==> src/rtl/regfile_dbg_arbiter_if.sv <==
// ---------------------------------------------------------------------------
// regfile_dbg_arbiter_if
// Debug-side bus of the register-file debug arbiter.
// Signal names are given from the arbiter's point of view (_i into the
// arbiter, _o out of it).
//   dbg_halt_i    level request to halt the pipeline
//   dbg_req_i     4-phase access request, held until ack
//   dbg_we_i      1 = write, 0 = read, valid with req
//   dbg_addr_i    register id
//   dbg_wdata_i   write data
//   dbg_ack_o     access done, held until req drops
//   dbg_rdata_o   read data, valid while ack
//   dbg_err_o     access rejected (only with RFARB_RSP_PROTECT_EN)
//   dbg_halted_o  pipeline halted and register file owned by debug
// Modports: master = debug requester, slave = arbiter.
// ---------------------------------------------------------------------------
interface regfile_dbg_arbiter_if;
    localparam int unsigned ID_W   = 4;
    localparam int unsigned DATA_W = 64;

    logic              dbg_halt_i;
    logic              dbg_req_i;
    logic              dbg_we_i;
    logic [ID_W-1:0]   dbg_addr_i;
    logic [DATA_W-1:0] dbg_wdata_i;
    logic              dbg_ack_o;
    logic [DATA_W-1:0] dbg_rdata_o;
    logic              dbg_err_o;
    logic              dbg_halted_o;

    modport master (
        output dbg_halt_i, dbg_req_i, dbg_we_i, dbg_addr_i, dbg_wdata_i,
        input  dbg_ack_o, dbg_rdata_o, dbg_err_o, dbg_halted_o
    );

    modport slave (
        input  dbg_halt_i, dbg_req_i, dbg_we_i, dbg_addr_i, dbg_wdata_i,
        output dbg_ack_o, dbg_rdata_o, dbg_err_o, dbg_halted_o
    );
endinterface

==> src/rtl/regfile_dbg_arbiter.sv <==
// ---------------------------------------------------------------------------
// regfile_dbg_arbiter
// Shares register-file read port A and write port E between the Y86
// pipeline (decode read / writeback write) and an external debug port.
// A debug halt freezes the pipeline, waits DRAIN_CYCLES for in-flight
// instructions to retire, then hands the register file to single-word
// 4-phase debug accesses.
// Ports:
//   clk_i, rst_i             clock, synchronous active-high reset
//   dbg (slave modport)      debug halt / access handshake bus
//   pipe_freeze_o            stall F and D, bubble E (registered)
//   pipe_srcA_i/dstE_i/valE_i  pipeline side of ports A and E
//   rf_srcA_o/dstE_o/valE_o  register-file side (combinational mux)
//   rf_rvalA_i               register-file read data A
// Optional feature macro: RFARB_RSP_PROTECT_EN
//   When defined, debug writes to %rsp (id 4) are suppressed and flagged
//   on dbg_err_o for the ACK phase; otherwise dbg_err_o is tied 0.
// ---------------------------------------------------------------------------
module regfile_dbg_arbiter #(
    parameter int unsigned DRAIN_CYCLES = 3,
    parameter logic [3:0]  RNONE_ID     = 4'hF
) (
    input  logic        clk_i,
    input  logic        rst_i,
    regfile_dbg_arbiter_if.slave dbg,
    output logic        pipe_freeze_o,
    input  logic [3:0]  pipe_srcA_i,
    input  logic [3:0]  pipe_dstE_i,
    input  logic [63:0] pipe_valE_i,
    output logic [3:0]  rf_srcA_o,
    output logic [3:0]  rf_dstE_o,
    output logic [63:0] rf_valE_o,
    input  logic [63:0] rf_rvalA_i
);
    localparam int unsigned CNT_W  = 4;
    localparam int unsigned DATA_W = 64;
`ifdef RFARB_RSP_PROTECT_EN
    localparam logic [3:0] RSP_ID = 4'd4;
`endif

    typedef enum logic [2:0] {
        ST_RUN,
        ST_DRAIN,
        ST_HALTED,
        ST_ACCESS,
        ST_ACK
    } state_e;

    state_e              state_q, state_d;
    logic [CNT_W-1:0]    cnt_q, cnt_d;
    logic                ack_q, ack_d;
    logic [DATA_W-1:0]   rdata_q, rdata_d;
    logic                freeze_q, freeze_d;
    logic                halted_q, halted_d;
    logic                wr_hit_c;

`ifdef RFARB_RSP_PROTECT_EN
    logic                err_q, err_d;
    // Debug write that lands on %rsp is rejected
    assign wr_hit_c = dbg.dbg_we_i && (dbg.dbg_addr_i != RSP_ID);
`else
    assign wr_hit_c = dbg.dbg_we_i;
`endif

    // State and registered outputs
    always_ff @(posedge clk_i) begin
        if (rst_i) begin
            state_q  <= ST_RUN;
            cnt_q    <= '0;
            ack_q    <= 1'b0;
            rdata_q  <= '0;
            freeze_q <= 1'b0;
            halted_q <= 1'b0;
`ifdef RFARB_RSP_PROTECT_EN
            err_q    <= 1'b0;
`endif
        end else begin
            state_q  <= state_d;
            cnt_q    <= cnt_d;
            ack_q    <= ack_d;
            rdata_q  <= rdata_d;
            freeze_q <= freeze_d;
            halted_q <= halted_d;
`ifdef RFARB_RSP_PROTECT_EN
            err_q    <= err_d;
`endif
        end
    end

    // Next state, next registered outputs and register-file port mux
    always_comb begin
        state_d   = state_q;
        cnt_d     = cnt_q;
        rdata_d   = rdata_q;
        rf_srcA_o = pipe_srcA_i;
        rf_dstE_o = pipe_dstE_i;
        rf_valE_o = pipe_valE_i;

        unique case (state_q)
            ST_RUN: begin
                if (dbg.dbg_halt_i) begin
                    state_d = ST_DRAIN;
                    cnt_d   = '0;
                end
            end
            ST_DRAIN: begin
                // A halt drop mid-drain still runs the full drain
                cnt_d = cnt_q + CNT_W'(1);
                if (cnt_q == CNT_W'(DRAIN_CYCLES - 1)) begin
                    state_d = dbg.dbg_halt_i ? ST_HALTED : ST_RUN;
                end
            end
            ST_HALTED: begin
                if (dbg.dbg_req_i) begin
                    state_d = ST_ACCESS;
                end else if (!dbg.dbg_halt_i) begin
                    state_d = ST_RUN;
                end
            end
            ST_ACCESS: begin
                state_d = ST_ACK;
                // Reset wins so no debug write lands on the reset edge
                if (!rst_i) begin
                    rf_srcA_o = dbg.dbg_addr_i;
                    rf_dstE_o = wr_hit_c ? dbg.dbg_addr_i : RNONE_ID;
                    rf_valE_o = dbg.dbg_wdata_i;
                end
                if (!dbg.dbg_we_i) begin
                    rdata_d = (dbg.dbg_addr_i == RNONE_ID) ? '0 : rf_rvalA_i;
                end
            end
            ST_ACK: begin
                if (!dbg.dbg_req_i) begin
                    state_d = ST_HALTED;
                end
            end
            default: begin
                state_d = ST_RUN;
            end
        endcase

        ack_d    = (state_d == ST_ACK);
        freeze_d = (state_d != ST_RUN);
        halted_d = (state_d == ST_HALTED) || (state_d == ST_ACCESS) ||
                   (state_d == ST_ACK);
`ifdef RFARB_RSP_PROTECT_EN
        // Latched on entry to ACK, held for the whole ACK phase
        err_d = 1'b0;
        if (state_d == ST_ACK) begin
            err_d = (state_q == ST_ACCESS) ? (dbg.dbg_we_i && !wr_hit_c) : err_q;
        end
`endif
    end

    assign dbg.dbg_ack_o    = ack_q;
    assign dbg.dbg_rdata_o  = rdata_q;
    assign dbg.dbg_halted_o = halted_q;
    assign pipe_freeze_o    = freeze_q;
`ifdef RFARB_RSP_PROTECT_EN
    assign dbg.dbg_err_o    = err_q;
`else
    assign dbg.dbg_err_o    = 1'b0;
`endif
endmodule

==> src/flat_wrapper.sv <==
// flat-port wrapper written by rule: the top's interface ports become plain ports
module regfile_dbg_arbiter_flat 
#(
    parameter int unsigned DRAIN_CYCLES = 3,
    parameter logic [3:0]  RNONE_ID     = 4'hF
)
  (clk_i, rst_i, pipe_freeze_o, pipe_srcA_i, pipe_dstE_i, pipe_valE_i, rf_srcA_o, rf_dstE_o, rf_valE_o, rf_rvalA_i, dbg_dbg_halt_i, dbg_dbg_req_i, dbg_dbg_we_i, dbg_dbg_addr_i, dbg_dbg_wdata_i, dbg_dbg_ack_o, dbg_dbg_rdata_o, dbg_dbg_err_o, dbg_dbg_halted_o);
  regfile_dbg_arbiter_if dbg_i ();
  input  logic clk_i;
  input  logic rst_i;
  output logic pipe_freeze_o;
  input  logic [3:0] pipe_srcA_i;
  input  logic [3:0] pipe_dstE_i;
  input  logic [63:0] pipe_valE_i;
  output logic [3:0] rf_srcA_o;
  output logic [3:0] rf_dstE_o;
  output logic [63:0] rf_valE_o;
  input  logic [63:0] rf_rvalA_i;
  input wire logic [$bits(dbg_i.dbg_halt_i)-1:0] dbg_dbg_halt_i;
  input wire logic [$bits(dbg_i.dbg_req_i)-1:0] dbg_dbg_req_i;
  input wire logic [$bits(dbg_i.dbg_we_i)-1:0] dbg_dbg_we_i;
  input wire logic [$bits(dbg_i.dbg_addr_i)-1:0] dbg_dbg_addr_i;
  input wire logic [$bits(dbg_i.dbg_wdata_i)-1:0] dbg_dbg_wdata_i;
  output wire logic [$bits(dbg_i.dbg_ack_o)-1:0] dbg_dbg_ack_o;
  output wire logic [$bits(dbg_i.dbg_rdata_o)-1:0] dbg_dbg_rdata_o;
  output wire logic [$bits(dbg_i.dbg_err_o)-1:0] dbg_dbg_err_o;
  output wire logic [$bits(dbg_i.dbg_halted_o)-1:0] dbg_dbg_halted_o;
  assign dbg_i.dbg_halt_i = dbg_dbg_halt_i;
  assign dbg_i.dbg_req_i = dbg_dbg_req_i;
  assign dbg_i.dbg_we_i = dbg_dbg_we_i;
  assign dbg_i.dbg_addr_i = dbg_dbg_addr_i;
  assign dbg_i.dbg_wdata_i = dbg_dbg_wdata_i;
  assign dbg_dbg_ack_o = dbg_i.dbg_ack_o;
  assign dbg_dbg_rdata_o = dbg_i.dbg_rdata_o;
  assign dbg_dbg_err_o = dbg_i.dbg_err_o;
  assign dbg_dbg_halted_o = dbg_i.dbg_halted_o;
  regfile_dbg_arbiter #(.DRAIN_CYCLES(DRAIN_CYCLES), .RNONE_ID(RNONE_ID)) u_core (.clk_i(clk_i), .rst_i(rst_i), .dbg(dbg_i), .pipe_freeze_o(pipe_freeze_o), .pipe_srcA_i(pipe_srcA_i), .pipe_dstE_i(pipe_dstE_i), .pipe_valE_i(pipe_valE_i), .rf_srcA_o(rf_srcA_o), .rf_dstE_o(rf_dstE_o), .rf_valE_o(rf_valE_o), .rf_rvalA_i(rf_rvalA_i));
endmodule
==> config.mk <==
export PLATFORM = sky130hd
export DESIGN_NAME = regfile_dbg_arbiter_flat
export DESIGN_NICKNAME = d
export VERILOG_FILES = /design/src/rtl/regfile_dbg_arbiter_if.sv /design/src/rtl/regfile_dbg_arbiter.sv /design/src/flat_wrapper.sv
export SDC_FILE = /design/constraint.sdc
export NUM_CORES = 1
export LEC_CHECK = 0
export BUFFER_PORTS_ARGS = -buffer_cell sky130_fd_sc_hd__buf_2
export CAP_MARGIN = 20
export CORE_AREA = 2 2 137 139
export CTS_CLUSTER_SIZE = 20
export DETAILED_ROUTE_END_ITERATION = 16
export DIE_AREA = 0 0 139 141
export GPL_TIMING_DRIVEN = 0
export SETUP_SLACK_MARGIN = 0.3
export SLEW_MARGIN = 20
export SYNTH_ARGS = -nofsm -noshare
export SYNTH_HDL_FRONTEND = slang
export SYNTH_SLANG_ARGS = --single-unit
==> constraint.sdc <==
create_clock -name clk_i -period 2.45 [get_ports clk_i]
set_input_delay 0.3675 -clock clk_i [delete_from_list [all_inputs] [get_ports clk_i]]
set_output_delay 0.3675 -clock clk_i [all_outputs]
set_load 0.005 [all_outputs]
== After elaboration in Yosys (flattened, before gate mapping) ==
Cells that the tools add are included.
Word-level totals
  register bits: 74
  input port bits: 209
  output and inout bits: 140
  word-level logic and storage cells: 42
Operators by class
  add/subtract/negate cells: 1
  equality and inequality tests: 10
  muxes and demuxes: 17
  bitwise gates (word level): 1
  reduce and logical (&&, ||, !) cells: 7
Operators with widths (count)
  64-bit 2-to-1 mux: 3
  4-bit 2-to-1 mux: 6
  3-bit 2-to-1 mux: 5
  3-bit one-hot mux with 5 select lines: 1
  3-bit by 2-bit == test with 1-bit output, second input constant: 4
  4-bit one-hot mux with 2 select lines: 1
  3-bit == test, second input constant: 2
  4-bit by 1-bit adder with 4-bit output, second input constant: 1
  4-bit by 2-bit == test with 1-bit output, second input constant: 1
  4-bit == test, second input constant: 1
  2-bit AND reduction: 2
  3-bit by 1-bit == test with 1-bit output, second input constant: 1
  3-bit zero test: 1
  3-bit nonzero test: 1
  1-bit logical OR: 2
  2-bit 2-to-1 mux: 1
  2-bit inequality test, second input constant: 1
  2-bit nonzero test: 1
  1-bit inverter: 1

== Longest topological paths before layout ==
Gate-level depths: netlist (run 1).
  word-level depth: 6
  depth in mapped cells: 7
  gate-level depth less buffers: 6

== Least setup slack after synthesis (run 1) ==
OpenSTA, ideal clock, no wires.
  path kind: reg2out
  start point: register u_core.state_q[2]
  end point: output rf_valE_o[31]
  arrival: 1365 ps
  required time: 2082 ps
  path slack: 717 ps
  stages on the path, launching flop included: 7
  path buffers: 3
  path through: dfxtp_1 > buf_4 > nand3b_4 > nor2_4 > buf_6 > buf_6 > mux2_1
On the way
  word-level cells in the longest chain between the ends: 2
Ends and longest elaborated chain
  start: declaration: RTL line regfile_dbg_arbiter.sv:49  | state_e state_q, state_d;
  start signal: assignment: RTL line regfile_dbg_arbiter.sv:78  | state_q <= state_d;
  3-bit by 2-bit == test with 1-bit output: RTL line regfile_dbg_arbiter.sv:99  | unique case (state_q)
  64-bit 2-to-1 mux: RTL line regfile_dbg_arbiter.sv:99
  end: declaration: RTL line flat_wrapper.sv:17  | output logic [63:0] rf_valE_o;
Every way passes these cells.

== Final worst setup path (run 1) ==
  start point: register u_core.state_q[2]
  end point: output rf_valE_o[14]
Same word-level chain as after synthesis.

==> results of run 1 <==
[logic make-up after synthesis]
logic type | share of synthesized area (%)
AOI/OAI and AO/OA | 11.1
adders and majority gates | 0.670
buffers and inverters | 6.70
DFF | 39.7
muxes | 21.1
other | 0.100
and+or+nand+nor | 20.7
[flip-flops by register name (all words and copies together), names as in the netlist]
name / cells
u_core.cnt_q: 4
u_core.state_q: 3
u_core.dbg.dbg_rdata_o: 64
u_core.dbg.dbg_ack_o: 1
u_core.pipe_freeze_o: 1
u_core.dbg.dbg_halted_o: 1
[stage by stage]
stage	area, µm²	total power (µW)	hold slack, ns	setup slack, ns
2_1_floorplan	3730	1360	0.448	0.717
6_report	6940	3060	0.277	0.222
3_5_place_dp	5760	1620	0.441	0.313
4_1_cts	6550	3040	0.260	0.171
5_1_grt	6940	3200	0.273	0.151
3_3_place_gp	5760	1620	0.435	0.356
[repair_timing]
item | 4_1_cts | 5_1_grt
endpoints found under the setup margin | 72 | 70
gates resized for setup | 80 | 64
pin swaps | 1 | 1
gates cloned | 2 | 3
buffers inserted | 7 | 1
[report_power, final]
group,switching [µW],internal [µW],leakage [µW],total (µW)
clock network,533,813,0.000142,1350
logic,189,309,0.00257,497
registers,3.65,1210,0.000597,1210
total,726,2330,0.00331,3060
[area by class of cell]
class	instances	area share [%]
timing repair buffer	360	33.6
clock buffer	11	3.50
tap	234	4.22
sequential	74	21.4
multi-input combinational	314	32.1
clock inverter	4	0.739
buffer	39	4.20
inverter	6	0.325
[how the worst min path moves through the flow]
stage / from / end / slack [ns] / cells after the start
4_1_cts: rf_rvalA_i[12] / u_core.dbg.dbg_rdata_o[12] / 0.26 / 3
3_3_place_gp: u_core.dbg.dbg_rdata_o[10] / u_core.dbg.dbg_rdata_o[10] / 0.43 / 2
5_1_grt: rf_rvalA_i[20] / u_core.dbg.dbg_rdata_o[20] / 0.27 / 3
2_1_floorplan: u_core.dbg.dbg_rdata_o[0] / u_core.dbg.dbg_rdata_o[0] / 0.45 / 2
6_report: rf_rvalA_i[55] / u_core.dbg.dbg_rdata_o[55] / 0.28 / 3
3_5_place_dp: u_core.dbg.dbg_rdata_o[7] / u_core.dbg.dbg_rdata_o[7] / 0.44 / 2
[worst register-to-register path: cells and delay by family, from the launching register on]
family	cells	cell delay, ns
flops	1	0.31
buf+inv	3	0.59
simple gates	3	0.51
compound gates	1	0.17
[synth_stat cells (2+ instances only)]
| cell type | count |
|---|---|
| a21oi_1 | 70 |
| a31oi_1 | 4 |
| buf_2 | 14 |
| buf_4 | 5 |
| buf_6 | 6 |
| clkbuf_1 | 14 |
| dfxtp_1 | 74 |
| ha_1 | 2 |
| inv_1 | 6 |
| mux2_1 | 32 |
| mux2_2 | 38 |
| nand2_1 | 68 |
| nand3_1 | 65 |
| nand4_1 | 2 |
| nor2_1 | 15 |
| nor2_4 | 2 |
| nor3b_1 | 2 |
[metal layers]
metal | global-route usage (%) | wire length, µm
met2 | 27.5 | 8210
met5 | 0 | 0
met1 | 20.3 | 7170
met4 | 4.78 | 255
met3 | 6.15 | 1450
==> results.toml, run 1 <==
[drt]
wire_per_inst_um = 16.4
dr.pass1.iters = 4
via_per_inst = 4.37
drt_iter0_markers = 93
drcViolationCount = 0
final_antenna_net_count = 0
wl_mm = 17.1
vias = 4549

[worst_setup_path]
critPathCaptureType = "output pin"
cp_slowest_cell = "dfxtp_2"
slowest_delay_ns = 0.31
crit_family = "buffers and inverters"
required_ns = 2.08
crit_start = "u_core.state_q[2]"
timing.rr.start = "u_core.state_q[2]"
crit_chain = "buf_6 -> nand3b_4 -> nor2_4 -> buf_8 -> buf_12 -> buf_16 -> mux2_4 -> buf_6"
worst_path_most_repeated_cell = "buf_6"
crit_end = "rf_valE_o[14]"
start_kind = "flop"
r2r_cells = 7
r2r_end = "u_core.dbg.dbg_rdata_o[57]"
cp_data_arrival_time_ns = 1.86
cp_max_fo = 5
reg2reg_slack_ns = 0.78
cp.depth = 8
critical_path_buf_inv_count = 5
criticalPathCategory = "reg2out"

[clocking]
clkSinkCount = 74
cts_buffers = 9
cts.clk_slew.worst_paths_ns = 0.06
insertion_delay_ns = 0.34
clockRootBuffer = "clkbuf_16"
cts_buffer_depth = 2
h-tree-depth = 3
hold_buffers = 0
cts_tree = "yes"

[floorplan]
rows = 50
core_um2 = 18300
die_h_um = 141
fp.dieW_um = 139
io_pins = 349
die_area_um2 = 19600
initial_core_util_pct = 20.4

[placement]
place_congestion = 0.828
hpwlAfterDp_mm = 12.7
portBuffers = 347
dp_cells = 1014

[worst_hold_path]
hp-class = "in2reg"

[synth]
async_flop_share_pct = 0
synth_top_area_share_pct = 39.7
syn_area_um2 = 3730
syn_nets = 644
netlist_top_cells_area = "dfxtp_1, mux2_2, mux2_1, a21oi_1, nand3_1"
yosysTopAreaCell = "dfxtp_1"
avgSynthCellArea_um2 = 8.63
synth.distinct_cells = 31
synth_edf_count = 0
ys.flop_type = "dfxtp_1"
ys_seq_area_share_pct = 39.7
yosys_warnings = 0
netlist_instances = 433
synth_seq_cells = 74

[sta]
setup_viol = 0
timing.final.crit_share_pct = 90.9
rsz0062_at_grt = "yes"
maxSlewHeadroom_pct = 54.2
tns_ns = 0
worst_pin_slew_ns = 0.687
maxSlewViolCount = 0
skew_ns = 0.00716
min_period_ns = 2.23
hold_viol = 0
fmax_ghz = 0.449

[grt]
grt_pass1_wl_mm = 25.3
grt_pass1_vias = 4523
grt_max_degree = 13
overflow = 0
grt_usage_pct = 16.6
antenna_found_initial = 0

[power]
leakage_uw = 0.00331
ir_drop_uv = 348
powerDensity_nw_per_um2 = 441

[finish]
seqCellArea_um2 = 1480
n_fill_cell = 1901
fin_nets = 1015
diodes = 0
fin_cells = 1042
fin_util_pct = 38.0
multiInputGateArea_um2 = 2230
drive_above_1_share_pct = 59.3
area_growth_pct = 85.8
layout_commonest_cell = "buf_2"
final_cell_mix = "buf_2, dfxtp_1, a21oi_1"

[run_status]
status = "finished, final reports clean"

[run]
timing.max_cap.violations = 0
No activity file was read; power rests on OpenSTA's default activity.
==> run 2: changes to the inputs <==
Settings changed: RECOVER_POWER set to 50.
==> results.toml, run 2 (same netlist as run 1, synthesis figures left out) <==
[finish]
final_cell_mix = "buf_2, dfxtp_1, a21oi_1"
diodes = 0
largest_reg_flops = 64
n_fill_cell = 1931
area_growth_pct = 83.9
fin_nets = 1015
multiInputGateArea_um2 = 2220
layout_commonest_cell = "buf_2"
seqCellArea_um2 = 1480
drive_above_1_share_pct = 53.1

[worst_hold_path]
hp-class = "in2reg"

[worst_setup_path]
start_kind = "flop"
critPathCaptureType = "output pin"
cp_data_arrival_time_ns = 1.86
criticalPathCategory = "reg2out"
cp_max_fo = 5
required_ns = 2.08

[sta]
hold_viol = 0
timing.final.crit_share_pct = 90.7
maxSlewViolCount = 0
fin_ws_ns = 0.227
skew_ns = 0.00744
maxSlewHeadroom_pct = 53.3
fmax_ghz = 0.450
worst_pin_slew_ns = 0.701
setup_viol = 0
min_period_ns = 2.22
tns_ns = 0
rsz0062_at_grt = "yes"

[clocking]
cts.clk_slew.worst_paths_ns = 0.06
clockRootBuffer = "clkbuf_16"
hold_buffers = 0
cts_buffer_depth = 2
h-tree-depth = 3
insertion_delay_ns = 0.34
cts_buffers = 9
clkSinkCount = 74
cts_tree = "yes"

[placement]
dpl_worst_slack_ns = 0.313
hpwlAfterDp_mm = 12.7
portBuffers = 347
place_congestion = 0.828

[drt]
wl_mm = 17.1
drt_iter0_markers = 112
wire_per_inst_um = 16.4
final_antenna_net_count = 0
via_per_inst = 4.37
vias = 4555
drcViolationCount = 0
dr.pass1.iters = 4

[grt]
grt_max_degree = 13
grt_usage_pct = 16.6
overflow = 0
grt_pass1_wl_mm = 25.3
grt_pass1_vias = 4523
antenna_found_initial = 0

[power]
clockPowerShare_pct = 44.2
comb_power_share_pct = 16.2
seqPwrFrac_pct = 39.7
power.internal_uw = 2330
p_switching_uw = 728
ir_drop_uv = 356
netSwitchingFraction_pct = 23.8
leakage_uw = 0.00311
powerDensity_nw_per_um2 = 445

[run]
timing.max_cap.violations = 0

[floorplan]
core_um2 = 18300
io_pins = 349
fp.dieW_um = 139
rows = 50
die_h_um = 141
die_area_um2 = 19600
initial_core_util_pct = 20.4

[run_status]
status = "finished, final reports clean"
run 2: repair_timing:
action / in CTS / in global routing
setup buffers: 7 / 1
gates resized for setup: 80 / 64
cloned: 2 / 3
endpoints found under the setup margin: 72 / 70
pin swaps: 1 / 1
run 2: area by class of cell:
class | count | area share (%)
Sequential cell | 74 | 21.6
Clock buffer | 11 | 3.53
Inverter | 6 | 0.328
Timing Repair Buffer | 360 | 33.0
Buffer | 39 | 4.23
Clock inverter | 4 | 0.747
Multi-Input combinational cell | 314 | 32.3
Tap cell | 234 | 4.26
run 2: routing by layer:
layer / GRT usage, % / vias up / wire [µm]
met2: 27.5 / 203 / 8190
met3: 6.15 / 22 / 1520
met4: 4.78 / 0 / 257
li1: - / 2242 / -
met5: 0 / - / 0
met1: 20.3 / 2088 / 7170
run 2: metrics by stage:
stage	power, µW	hold slack, ns	area (µm²)	std cells	util, %
2_1_floorplan	1360	0.448	3730	433	-
3_3_place_gp	1620	0.435	5760	1014	31.6
3_5_place_dp	1620	0.441	5760	1014	31.6
4_1_cts	3040	0.260	6550	1038	35.8
5_1_grt	3190	0.273	6870	1042	37.6
6_report	3060	0.277	6870	1042	37.6
run 2: worst paths after layout:
path / from / slack [ns] / end / cells past startpoint
max: u_core.state_q[2] / 0.23 / rf_valE_o[14] / 8
min: rf_rvalA_i[21] / 0.28 / u_core.dbg.dbg_rdata_o[21] / 3
max reg2reg: u_core.state_q[1] / 0.39 / u_core.dbg.dbg_rdata_o[47] / 8
min reg2reg: u_core.dbg.dbg_rdata_o[7] / 0.45 / u_core.dbg.dbg_rdata_o[7] / 2
run 2: power groups by stage:
stage                     Clock (µW)  Combinational, µW  Sequential [µW]
after floorplan                    0                122             1240
after detailed placement           0                385             1240
final                           1350                494             1210
after CTS                       1390                439             1210
after global routing            1450                533             1210
after global placement             0                383             1240
run 2: worst max-delay path, cell delays in order (launching register included):
cell and delay [ns]:
dfxtp_1 0.31, buf_6 0.11, nand3b_4 0.15, nor2_4 0.14, buf_8 0.16, buf_12 0.11
buf_16 0.11, mux2_4 0.31, buf_6 0.12
==> run 3: changes to the inputs <==
Settings changed: SETUP_SLACK_MARGIN 0.3 to 0.2, SLEW_MARGIN 20 to not set.
==> results.toml, run 3 (same netlist as run 1, synthesis figures left out) <==
[sta]
maxSlewHeadroom_pct = 54.2
whs_ns = 0.277
tns_ns = 0
rsz0062_at_grt = "yes"
timing.final.crit_share_pct = 90.6
setup_viol = 0
fmax_ghz = 0.450
min_period_ns = 2.22
hold_viol = 0
skew_ns = 0.00765
maxSlewViolCount = 0
worst_pin_slew_ns = 0.687

[grt]
antenna_found_initial = 0
grt_pass1_wl_mm = 24.6
grt_usage_pct = 16.2
grt_max_degree = 13
overflow = 0
grt_pass1_vias = 4433

[clocking]
insertion_delay_ns = 0.34
cts_buffers = 9
clkSinkCount = 74
cts_buffer_depth = 2
cts_tree = "yes"
h-tree-depth = 3
hold_buffers = 0
cts.clk_slew.worst_paths_ns = 0.06
clockRootBuffer = "clkbuf_16"

[worst_setup_path]
critPathCaptureType = "output pin"
criticalPathCategory = "reg2out"
cp_max_fo = 5
cp_data_arrival_time_ns = 1.85
start_kind = "flop"
required_ns = 2.08

[drt]
final_antenna_net_count = 0
wl_mm = 16.2
drcViolationCount = 0
drt_iter0_markers = 93
wire_per_inst_um = 15.7
dr.pass1.iters = 4
via_per_inst = 4.30
vias = 4467

[finish]
drive_above_1_share_pct = 49.0
n_fill_cell = 1984
area_growth_pct = 69.9
fin_nets = 1011
final_cell_mix = "buf_2, dfxtp_1, a21oi_1"
diodes = 0
layout_commonest_cell = "buf_2"
largest_reg_flops = 64

[run_status]
status = "finished, final reports clean"

[power]
ir_drop_uv = 355
leakage_uw = 0.00286
powerDensity_nw_per_um2 = 468

[floorplan]
rows = 50
die_h_um = 141
die_area_um2 = 19600
core_um2 = 18300
initial_core_util_pct = 20.4
io_pins = 349
fp.dieW_um = 139

[placement]
place_congestion = 0.828
hpwlAfterDp_mm = 12.7
portBuffers = 347

[run]
timing.max_cap.violations = 0

[worst_hold_path]
hp-class = "in2reg"
run 3: worst max-delay path, stage by stage (launching register included):
cell,delay [ns]
dfxtp_1,0.31
buf_6,0.11
nand3b_4,0.15
nor2_4,0.14
buf_8,0.16
buf_12,0.11
buf_16,0.11
mux2_4,0.30
buf_6,0.12
run 3: where the power goes:
part / total, µW / switching [µW] / leakage (µW) / internal (µW)
clock network: 1350 / 536 / 0.000142 / 814
logic: 409 / 171 / 0.00212 / 238
registers: 1210 / 3.73 / 0.000596 / 1210
total: 2970 / 710 / 0.00286 / 2260
run 3: area by class of cell:
class	count	area [µm²]	area share, %
clock buffers	11	243	3.82
multi-input cells	314	2060	32.5
clock inverters	4	51.3	0.808
flip-flops and latches	74	1480	23.3
repair buffers	356	1920	30.2
inverters	6	22.5	0.355
plain buffers	39	280	4.42
well taps	234	293	4.61
run 3: metal layers:
layer	wire length [µm]	vias up	track usage, %	share of wire (%)
met5	0	-	0	0
met4	191	0	4.57	1.2
li1	-	2237	-	-
met3	1530	16	6.11	9.4
met2	7550	189	26.2	46
met1	6980	2025	20.1	43
run 3: timing repair:
action	CTS	global route
pin swaps	1	1
gates resized for setup	38	20
buffers inserted	6	1
cloned	2	0
setup endpoints to repair	72	57
endpoints found under the hold margin	0	0
run 3: final timing paths:
path | to | start | slack, ns | cells after the start
min | u_core.dbg.dbg_rdata_o[21] | rf_rvalA_i[21] | 0.28 | 3
min reg2reg | u_core.dbg.dbg_rdata_o[7] | u_core.dbg.dbg_rdata_o[7] | 0.45 | 2
max reg2reg | u_core.dbg.dbg_rdata_o[57] | u_core.state_q[1] | 0.39 | 8
max | rf_valE_o[6] | u_core.state_q[2] | 0.23 | 8
run 3: per-stage QoR:
step                      utilization, %  std cells  instance area, µm²  total power, µW  worst slack (ns)
after floorplan                        -        433                3730             1360             0.717
after global placement              31.6       1014                5760             1620             0.356
after detailed placement            31.6       1014                5760             1620             0.313
after CTS                           34.8       1037                6350             3010             0.171
after global routing                34.7       1038                6350             3110             0.130
final                               34.7       1038                6350             2970             0.230
